**config.mk**
```make
export PLATFORM = sky130hd
export DESIGN_NAME = bingo_turn_ctrl
export DESIGN_NICKNAME = d
export VERILOG_FILES = /design/src/rtl/bingo_pkg.sv /design/src/rtl/bcd2_to_bin.sv /design/src/rtl/bingo_turn_ctrl.sv
export SDC_FILE = /design/constraint.sdc
export NUM_CORES = 1
export LEC_CHECK = 0
export ABC_CLOCK_PERIOD_IN_PS = 3900
export BUFFER_PORTS_ARGS = -buffer_cell sky130_fd_sc_hd__buf_4
export CORE_MARGIN = 3
export CORE_UTILIZATION = 35
export DETAILED_ROUTE_END_ITERATION = 7
export PLACE_DENSITY = 0.52
export SETUP_SLACK_MARGIN = 0.5
export SLEW_MARGIN = 20
export SYNTH_ARGS = -nofsm -noshare
export SYNTH_HDL_FRONTEND = slang
export SYNTH_SLANG_ARGS = --single-unit
```
**constraint.sdc**
```tcl
create_clock -name clk -period 3.9 [get_ports clk]
set_input_delay 0.39 -clock clk [delete_from_list [all_inputs] [get_ports clk]]
set_output_delay 0.39 -clock clk [all_outputs]
set_load 0.01 [all_outputs]
```
**src/rtl/bingo_pkg.sv**
```systemverilog
// Shared types for the Bingo turn controller: FSM states, reject codes,
// and the default board size.
package bingo_pkg;

    typedef enum logic [1:0] {
        WAIT_KEY = 2'd0,
        CHECK    = 2'd1,
        ISSUE    = 2'd2,
        DONE     = 2'd3
    } state_e;

    localparam logic [1:0] ERR_NONE  = 2'b00;
    localparam logic [1:0] ERR_RANGE = 2'b01;
    localparam logic [1:0] ERR_USED  = 2'b10;
    localparam logic [1:0] ERR_BCD   = 2'b11;

    localparam int MAX_NUM_DEF = 25;

endpackage

```
**src/rtl/bcd2_to_bin.sv**
```systemverilog
// Two-digit BCD to 7-bit binary; bcd_ok_o flags digits above 9.
// The binary result is meaningless when bcd_ok_o is low.
module bcd2_to_bin (
    input  logic [7:0] bcd_i,
    output logic [6:0] bin_o,
    output logic       bcd_ok_o
);

    assign bcd_ok_o = (bcd_i[7:4] <= 4'd9) && (bcd_i[3:0] <= 4'd9);
    assign bin_o    = {3'b000, bcd_i[7:4]} * 7'd10 + {3'b000, bcd_i[3:0]};

endmodule

```
**src/rtl/bingo_turn_ctrl.sv**
```systemverilog
// Turn scheduler for the shared Bingo keypad: validates picks, issues them
// to the board over valid/ready, alternates players. Optional: TURN_TIMEOUT_EN.
module bingo_turn_ctrl
    import bingo_pkg::*;
#(
    parameter int MAX_NUM = MAX_NUM_DEF
`ifdef TURN_TIMEOUT_EN
    , parameter int unsigned TIMEOUT_CYC = 500_000_000
`endif
) (
    input  logic               clk,
    input  logic               rst,
    input  logic               new_game,
    input  logic [7:0]         display_num,
    input  logic               enter_pulse,
    input  logic               pick_ready,
    output logic               pick_valid,
    output logic [6:0]         pick_num,
    output logic               pick_player,
    output logic               cur_player,
    output logic               err_pulse,
    output logic [1:0]         err_code,
    output logic [MAX_NUM-1:0] used_mask,
    output logic               game_over,
    output logic               timeout_pulse
);

    state_e             state_q, state_d;
    logic [7:0]         entry_q, entry_d;
    logic               pick_valid_q, pick_valid_d;
    logic [6:0]         pick_num_q, pick_num_d;
    logic               pick_player_q, pick_player_d;
    logic               cur_player_q, cur_player_d;
    logic               err_pulse_q, err_pulse_d;
    logic [1:0]         err_code_q, err_code_d;
    logic [MAX_NUM-1:0] used_mask_q, used_mask_d;
    logic               tmo_pulse_q, tmo_pulse_d;

    logic [6:0]         val;
    logic               bcd_ok;
    logic               used_hit;
    logic [1:0]         chk_code;
    logic [MAX_NUM-1:0] pick_bit;
    logic               mask_full;

    bcd2_to_bin u_bcd (
        .bcd_i    (entry_q),
        .bin_o    (val),
        .bcd_ok_o (bcd_ok)
    );

    // Classify the captured entry; bad BCD outranks range, range outranks reuse
    always_comb begin
        used_hit = 1'b0;
        pick_bit = '0;
        for (int i = 0; i < MAX_NUM; i++) begin
            if (int'(val) == i + 1) used_hit = used_hit | used_mask_q[i];
            if (int'(pick_num_q) == i + 1) pick_bit[i] = 1'b1;
        end
        chk_code = ERR_NONE;
        if (!bcd_ok)
            chk_code = ERR_BCD;
        else if (val == 7'd0 || int'(val) > MAX_NUM)
            chk_code = ERR_RANGE;
        else if (used_hit)
            chk_code = ERR_USED;
        mask_full = &(used_mask_q | pick_bit);
    end

`ifdef TURN_TIMEOUT_EN
    localparam int TW = (TIMEOUT_CYC > 2) ? $clog2(TIMEOUT_CYC) : 1;
    logic [TW-1:0] tmo_q, tmo_d;
    logic          tmo_hit;

    assign tmo_hit = (state_q == WAIT_KEY) && !enter_pulse &&
                     (tmo_q == TW'(TIMEOUT_CYC - 1));

    always_comb begin
        tmo_d = '0;
        if (!new_game && state_q == WAIT_KEY && !enter_pulse && !tmo_hit)
            tmo_d = tmo_q + 1'b1;
    end

    always_ff @(posedge clk or posedge rst) begin
        if (rst) tmo_q <= '0;
        else     tmo_q <= tmo_d;
    end
`else
    logic tmo_hit;
    assign tmo_hit = 1'b0;
`endif

    always_ff @(posedge clk or posedge rst) begin
        if (rst) state_q <= WAIT_KEY;
        else     state_q <= state_d;
    end

    always_comb begin
        state_d = state_q;
        unique case (state_q)
            WAIT_KEY: if (enter_pulse) state_d = CHECK;
            CHECK:    state_d = (chk_code == ERR_NONE) ? ISSUE : WAIT_KEY;
            ISSUE:    if (pick_ready) state_d = mask_full ? DONE : WAIT_KEY;
            DONE:     state_d = DONE;
            default:  state_d = WAIT_KEY;
        endcase
        if (new_game) state_d = WAIT_KEY;
    end

    always_comb begin
        entry_d       = entry_q;
        pick_valid_d  = pick_valid_q;
        pick_num_d    = pick_num_q;
        pick_player_d = pick_player_q;
        cur_player_d  = cur_player_q;
        err_pulse_d   = 1'b0;
        err_code_d    = err_code_q;
        used_mask_d   = used_mask_q;
        tmo_pulse_d   = 1'b0;
        unique case (state_q)
            WAIT_KEY: begin
                if (enter_pulse) begin
                    entry_d = display_num;
                end else if (tmo_hit) begin
                    tmo_pulse_d  = 1'b1;
                    cur_player_d = ~cur_player_q;
                end
            end
            CHECK: begin
                if (chk_code != ERR_NONE) begin
                    err_pulse_d = 1'b1;
                    err_code_d  = chk_code;
                end else begin
                    pick_valid_d  = 1'b1;
                    pick_num_d    = val;
                    pick_player_d = cur_player_q;
                end
            end
            ISSUE: begin
                if (pick_ready) begin
                    used_mask_d  = used_mask_q | pick_bit;
                    cur_player_d = ~cur_player_q;
                    pick_valid_d = 1'b0;
                end
            end
            default: ;
        endcase
        if (new_game) begin
            entry_d       = '0;
            pick_valid_d  = 1'b0;
            pick_num_d    = '0;
            pick_player_d = 1'b0;
            cur_player_d  = 1'b0;
            err_pulse_d   = 1'b0;
            err_code_d    = ERR_NONE;
            used_mask_d   = '0;
            tmo_pulse_d   = 1'b0;
        end
    end

    always_ff @(posedge clk or posedge rst) begin
        if (rst) begin
            entry_q       <= '0;
            pick_valid_q  <= 1'b0;
            pick_num_q    <= '0;
            pick_player_q <= 1'b0;
            cur_player_q  <= 1'b0;
            err_pulse_q   <= 1'b0;
            err_code_q    <= ERR_NONE;
            used_mask_q   <= '0;
            tmo_pulse_q   <= 1'b0;
        end else begin
            entry_q       <= entry_d;
            pick_valid_q  <= pick_valid_d;
            pick_num_q    <= pick_num_d;
            pick_player_q <= pick_player_d;
            cur_player_q  <= cur_player_d;
            err_pulse_q   <= err_pulse_d;
            err_code_q    <= err_code_d;
            used_mask_q   <= used_mask_d;
            tmo_pulse_q   <= tmo_pulse_d;
        end
    end

    assign pick_valid    = pick_valid_q;
    assign pick_num      = pick_num_q;
    assign pick_player   = pick_player_q;
    assign cur_player    = cur_player_q;
    assign err_pulse     = err_pulse_q;
    assign err_code      = err_code_q;
    assign used_mask     = used_mask_q;
    assign game_over     = (state_q == DONE);
    assign timeout_pulse = tmo_pulse_q;

endmodule
```
-- Yosys cells after proc, flatten, opt, wreduce, memory -nomap -nowiden
Cells that the tools add are included.
- output and inout port bits: 40
- logic and storage cells: 201
- memory bits (read-only): 0
- memories: 0
- latch bits: 0
- bits in writable memories: 0
- register bits: 48
- input port bits: 13
- equality and inequality tests: 57
- shifts and indexed selects: 0
- multiplexer cells: 84
- divide/modulo/power cells: 0
- bitwise gates (word level): 26
- add/subtract/negate cells: 1
- multipliers: 1
- magnitude comparators: 3
- reduce and logical (&&, ||, !) cells: 20
- operator list (cell ; number):
    $eq A7 B6 Y1 const B ; 20
    $eq A7 B5 Y1 const B ; 16
    $mux W25 ; 3
    $mux W1 ; 62
    $eq A7 B4 Y1 const B ; 8
    $eq A7 B3 Y1 const B ; 4
    $or A25 B25 Y25 ; 1
    $reduce_and A25 Y1 ; 1
    $mux W8 ; 3
    $or A1 B1 Y1 ; 24
    $mux W2 ; 11
    $mux W7 ; 3
    $eq A7 B2 Y1 const B ; 2
    $reduce_bool A2 Y1 ; 7
    $reduce_and A2 Y1 ; 5
    $ne A3 B3 Y1 const B ; 3
    $le A4 B4 Y1 const B ; 2
    $pmux W2 S4 ; 1
    $add A7 B4 Y7 ; 1
    $gt A7 B5 Y1 const B ; 1
    $logic_not A7 Y1 ; 1
    $mul A4 B3 Y6 const B ; 1
    $eq A2 B2 Y1 const B ; 2
    $logic_not A2 Y1 ; 2
    other kinds (8) ; 8

-- Depth between registers and ports, before layout
- depth after elaboration: 59
- gate-level depth with buffers: 12
- depth with buffers taken out: 11

-- Modules after synthesis
A second synthesis with hierarchy kept.
- cell total of the unflattened synthesis: 327
- area, all modules: 2931.6 um^2
- modules (own cells, without submodules) (module ; cells an instance ; sequential area each (um^2) ; instances ; area an instance (um^2)):
    bingo_turn_ctrl ; 299 ; 1201.2 ; 1 ; 2688.8
    bcd2_to_bin ; 28 ; 0.0 ; 1 ; 242.7

-- Worst setup path before layout
Ideal clock, no wire load.
- path type: reg-to-reg
- start point: reg entry_q[1]
- end point: reg state_q[1]
- setup slack: 1.200 ns
- setup time: 0.096 ns
- arrival time: 2.604 ns
- buffers on the path: 2
- clock period less this slack: 2.700 ns
- data required time: 3.804 ns
- cell stages (with the launch flop): 12
- path through: dfrtp_1 ha_1 fa_1 clkbuf_1 buf_2 mux2i_1 nor3_1 a21oi_1 a22oi_1 mux2i_2 a41oi_1 nor4_2
- word-level cells in the longest chain between the ends: 58
- elaborated cells between the ends (all ways): 87
- those cells by class: add/sub (1); order compare (2); eq/ne (25); mux (31); bitwise (24); reduce/logical (4)
- ends and longest elaborated chain (what ; RTL line ; text):
    start, declared ; bingo_turn_ctrl.sv:29 ; logic [7:0] entry_q, entry_d;
    start signal, assigned ; bingo_turn_ctrl.sv:173 ; entry_q <= entry_d;
    $add A7 B4 Y7 ; bcd2_to_bin.sv:10 ; assign bin_o = {3'b000, bcd_i[7:4]} * 7'd10 + {3'b000, bcd_i[3:0]};
    $eq A7 B2 Y1 ; bingo_turn_ctrl.sv:57 ; if (int'(val) == i + 1) used_hit = used_hit | used_mask_q[i];
    $mux W1 ; bingo_turn_ctrl.sv:57 ;
    $or A1 B1 Y1 ; bingo_turn_ctrl.sv:57 ;
    $mux W1 ; bingo_turn_ctrl.sv:57 ;
    $or A1 B1 Y1 ; bingo_turn_ctrl.sv:57 ;
    $mux W1 ; bingo_turn_ctrl.sv:57 ;
    $or A1 B1 Y1 ; bingo_turn_ctrl.sv:57 ;
    [... 42 more ...] ; -- ;
    $mux W1 ; bingo_turn_ctrl.sv:57 ;
    $mux W2 ; bingo_turn_ctrl.sv:65 ; else if (used_hit)
    $mux W2 ; bingo_turn_ctrl.sv:63 ; else if (val == 7'd0 || int'(val) > MAX_NUM)
    $mux W2 * ; bingo_turn_ctrl.sv:61 ; if (!bcd_ok)
    $logic_not A2 Y1 * ; bingo_turn_ctrl.sv:102 ; CHECK: state_d = (chk_code == ERR_NONE) ? ISSUE : WAIT_KEY;
    $mux W2 * ; bingo_turn_ctrl.sv:102 ;
    $pmux W2 S4 * ; bingo_turn_ctrl.sv:100 ; unique case (state_q)
    $mux W2 * ; bingo_turn_ctrl.sv:107 ; if (new_game) state_d = WAIT_KEY;
    end signal, assigned ; bingo_turn_ctrl.sv:95 ; else state_q <= state_d;
    end, declared ; bingo_turn_ctrl.sv:28 ; state_e state_q, state_d;
Every way passes the cells marked *; elsewhere a longest branch is shown, timed or not.
A chain may end at the register's enable or synchronous reset.

-- Worst setup path in the final report
Same ends and word-level chain as after synthesis.

==> results_dict.tcl <==
set metrics [dict create \
    status "completed" \
    fin_worst_skew_ns 0.00434 \
    max_cap_viol_count 0 \
    synth-adder-area-share_pct 3.94 \
    grt_pass1_vias 2603 \
    worstMarginPinSlew_ns 1.09 \
    avgViaCountPerCell 5.54 \
    relSlewSlack_pct 27.0 \
    ys_seq_elements 48 \
    peakVddDrop_v 0.000162 \
    ys_dominant_reg_cell "dfrtp_1" \
    synth-async-reset-ratio_pct 100 \
    grt_pass1_wl_um 13500 \
    gr-total-overflow 0 \
    synthMuxAreaShare_pct 3.98 \
    worstPathRequired_ns 4.12 \
    fillers 818 \
    synth-seq-area-share_pct 41.1 \
    drive_above_1_share_pct 22.5 \
    syn-cell-area_um2 2920 \
    yosys.area_share.simple_pct 21.7 \
    antenna_found_initial 0 \
    synth_top_family_by_area "simple AND/OR/NAND/NOR gates" \
    crit_chain "ha_1 > fa_1 > mux2_1 > a31oi_1 > a22oi_1 > mux2i_2 > a41oi_1 > nor4_2" \
    drt_iter0_drc 178 \
    core_um2 7930 \
    ctsResizeCount 0 \
    gr-usage-all-layers_pct 17.4 \
    slowest_delay_ns 0.85 \
    setup.worst_path.class "reg2reg" \
    gp_congestion 0.913 \
    drt-pass1-iter-count 4 \
    grt_max_degree 49 \
    syn_inst 320 \
    clockRootBuffer "clkbuf_8" \
    fin_setup_tns_ns 0 \
    cts_buffers 5 \
    io_pins 53 \
    antenna_left 0 \
    path_clk_slew_ns 0.09 \
    synth_compound_area_share_pct 21.0 \
    clkSinkCount 48 \
    via_count 2537 \
    tritoncts "done" \
    finalSetupViolCount 0 \
    critPathSlowestCell "fa_1" \
    rows 32 \
    cp-end-kind "register" \
    slew_viol_final 0 \
    synth_area_per_cell_um2 9.13 \
    fmax_mhz 324 \
    clockBufferDepth 2 \
    fin_crit_sh_pct 79.2 \
    fin_nets 376 \
    finalHoldViolCount 0 \
    die_y_um 97.4 \
    utilization_pct 43.1 \
    syn_nets 341 \
    timing.critical_path.arrival_ns 3.31 \
    portBuffers 51 \
    synth_cell_types 64 \
    wl_um 7860 \
    min_period_ns 3.09 \
    die_w_um 97.4 \
    power.density_nw_per_um2 331 \
    wl_per_cell_um 17.2 \
    synth_edf_count 0 \
    rsz0062_at_grt "false" \
    cts_hold_buf 0 \
    htree_levels 2 \
    p_leak_nw 1.58 \
    path_max_fanout 15 \
    diodes 0 \
    synth_xor_area_share_pct 1.50 \
    startpoint_type "register" \
    hold_class "in2async" \
    hpwl_um 5790 \
    clkLatencyLatePin_ns 0.30 \
    drc 0 \
    dieArea_um2 9480 \
    holdWs_ns 0.205 \
    start_util_pct 36.9 \
    ys_warn_count 0 \
    cts_setup_buffers 0 \
    syn2layout_area_growth_pct 16.8 \
]
[flip-flops by register name (all words and copies together) (netlist names)]
name,cells
err_pulse,1
cur_player,1
err_code,2
entry_q,8
used_mask,25
pick_num,7
pick_player,1
pick_valid,1
state_q,2
[per-stage QoR]
step	power (W)	setup slack (ns)	instance area (µm²)	instances
finish	0.00113	0.811	3410	458
detailed placement	0.000744	0.838	3290	450
floorplan	0.000692	1.20	2920	320
CTS	0.00115	0.813	3410	458
global route	0.00119	0.623	3410	458
global placement	0.000742	0.941	3290	450
[area by class of cell]
type                       count  area [µm²]  area share (%)
multi-input combinational    237        1530            44.8
sequential                    48        1200            35.2
timing repair buffer          51         383            11.2
tap                          102         128            3.74
clock buffer                   7        96.3            2.82
inverter                      12        46.3            1.36
clock inverter                 1        30.0           0.880
[synth_stat cells (all sizes together), types with 2 or more instances]
master	count	area (µm²)
a211oi	2	15.0
a21o	7	55.1
a21oi	38	194
a31o	6	52.6
a31oi	6	37.5
a32oi	10	87.6
and2	9	56.3
and2b	2	16.3
and3	3	18.8
and4	2	18.8
buf	12	96.3
clkbuf	11	51.3
dfrtp	48	1200
fa	2	40.0
ha	6	75.1
inv	11	41.3
mux2	2	22.5
mux2i	9	93.8
nand2	24	90.1
nand3	13	65.1
nand3b	2	15.0
nand4	4	25.0
nor2	38	145
nor2b	2	12.5
nor3	4	25.0
nor3b	6	61.3
nor4	4	43.8
o21ai	12	60.1
o22ai	3	18.8
o32ai	2	17.5
xnor2	3	26.3
xor2	2	17.5
[kinds of logic after synthesis]
kind of cell               after synthesis
and+or+nand+nor                        118
adders and majority gates                8
other                                    1
buffers and inverters                   35
DFF                                     48
muxes                                   11
AOI/OAI and AO/OA                       94
xor gates and xnor gates                 5
[placed cells by master, fill, tap and decap left out, drive strengths merged, types with 2 or more instances in the layout]
cell	Yosys	routed
buf	12	51
dfrtp	48	48
nor2	38	38
a21oi	38	38
nand2	24	24
nand3	13	13
o21ai	12	12
inv	11	10
a32oi	10	10
mux2i	9	9
and2	9	9
clkbuf	11	7
a21o	7	7
a31oi	6	6
ha	6	6
a31o	6	6
nor3b	6	6
nand4	4	4
nor4	4	4
nor3	4	4
and3	3	3
xnor2	3	3
o22ai	3	3
nor2b	2	2
a211oi	2	2
nand3b	2	2
xor2	2	2
o32ai	2	2
fa	2	2
and2b	2	2
and4	2	2
clkinv	1	2
mux2	2	2
[metal layers]
layer / track usage (%) / up-vias / share of wire [%]
met5: 0 / - / 0
met1: 25.0 / 1234 / 46
met4: 5.22 / 0 / 1.4
li1: - / 1224 / -
met2: 26.4 / 68 / 46
met3: 3.37 / 11 / 6.1
[worst max-delay path, delay by kind of cell, from the launching register on]
family | cells | cell delay (ns)
multiplexers | 2 | 0.78
flip-flops | 1 | 0.40
AO/OA/AOI/OAI | 3 | 0.52
AND/OR/NAND/NOR | 1 | 0.22
adder cells (fa/ha/maj) | 2 | 1.08
[power by group]
part / total (W) / internal (W) / switching, W / leakage (nW)
registers: 0.000530 / 0.000510 / 0.0000193 / 0.664
logic: 0.000204 / 0.0000749 / 0.000129 / 0.848
clock network: 0.000398 / 0.000226 / 0.000171 / 0.0645
total: 0.00113 / 0.000812 / 0.000319 / 1.58
[final timing paths]
kind                           startpoint            end  slack, ns  cells after the start
max                            entry_q[1]     state_q[1]       0.81                      8
min                                   rst     entry_q[2]       0.21                      2
max reg2reg                    entry_q[1]     state_q[1]       0.81                      8
min reg2reg                    entry_q[1]     entry_q[1]       0.51                      2
max in group asynchronous             rst  used_mask[10]       3.17                      2
min in group clk           display_num[5]     entry_q[5]       0.31                      3
Power figures use the tool's default switching activity.
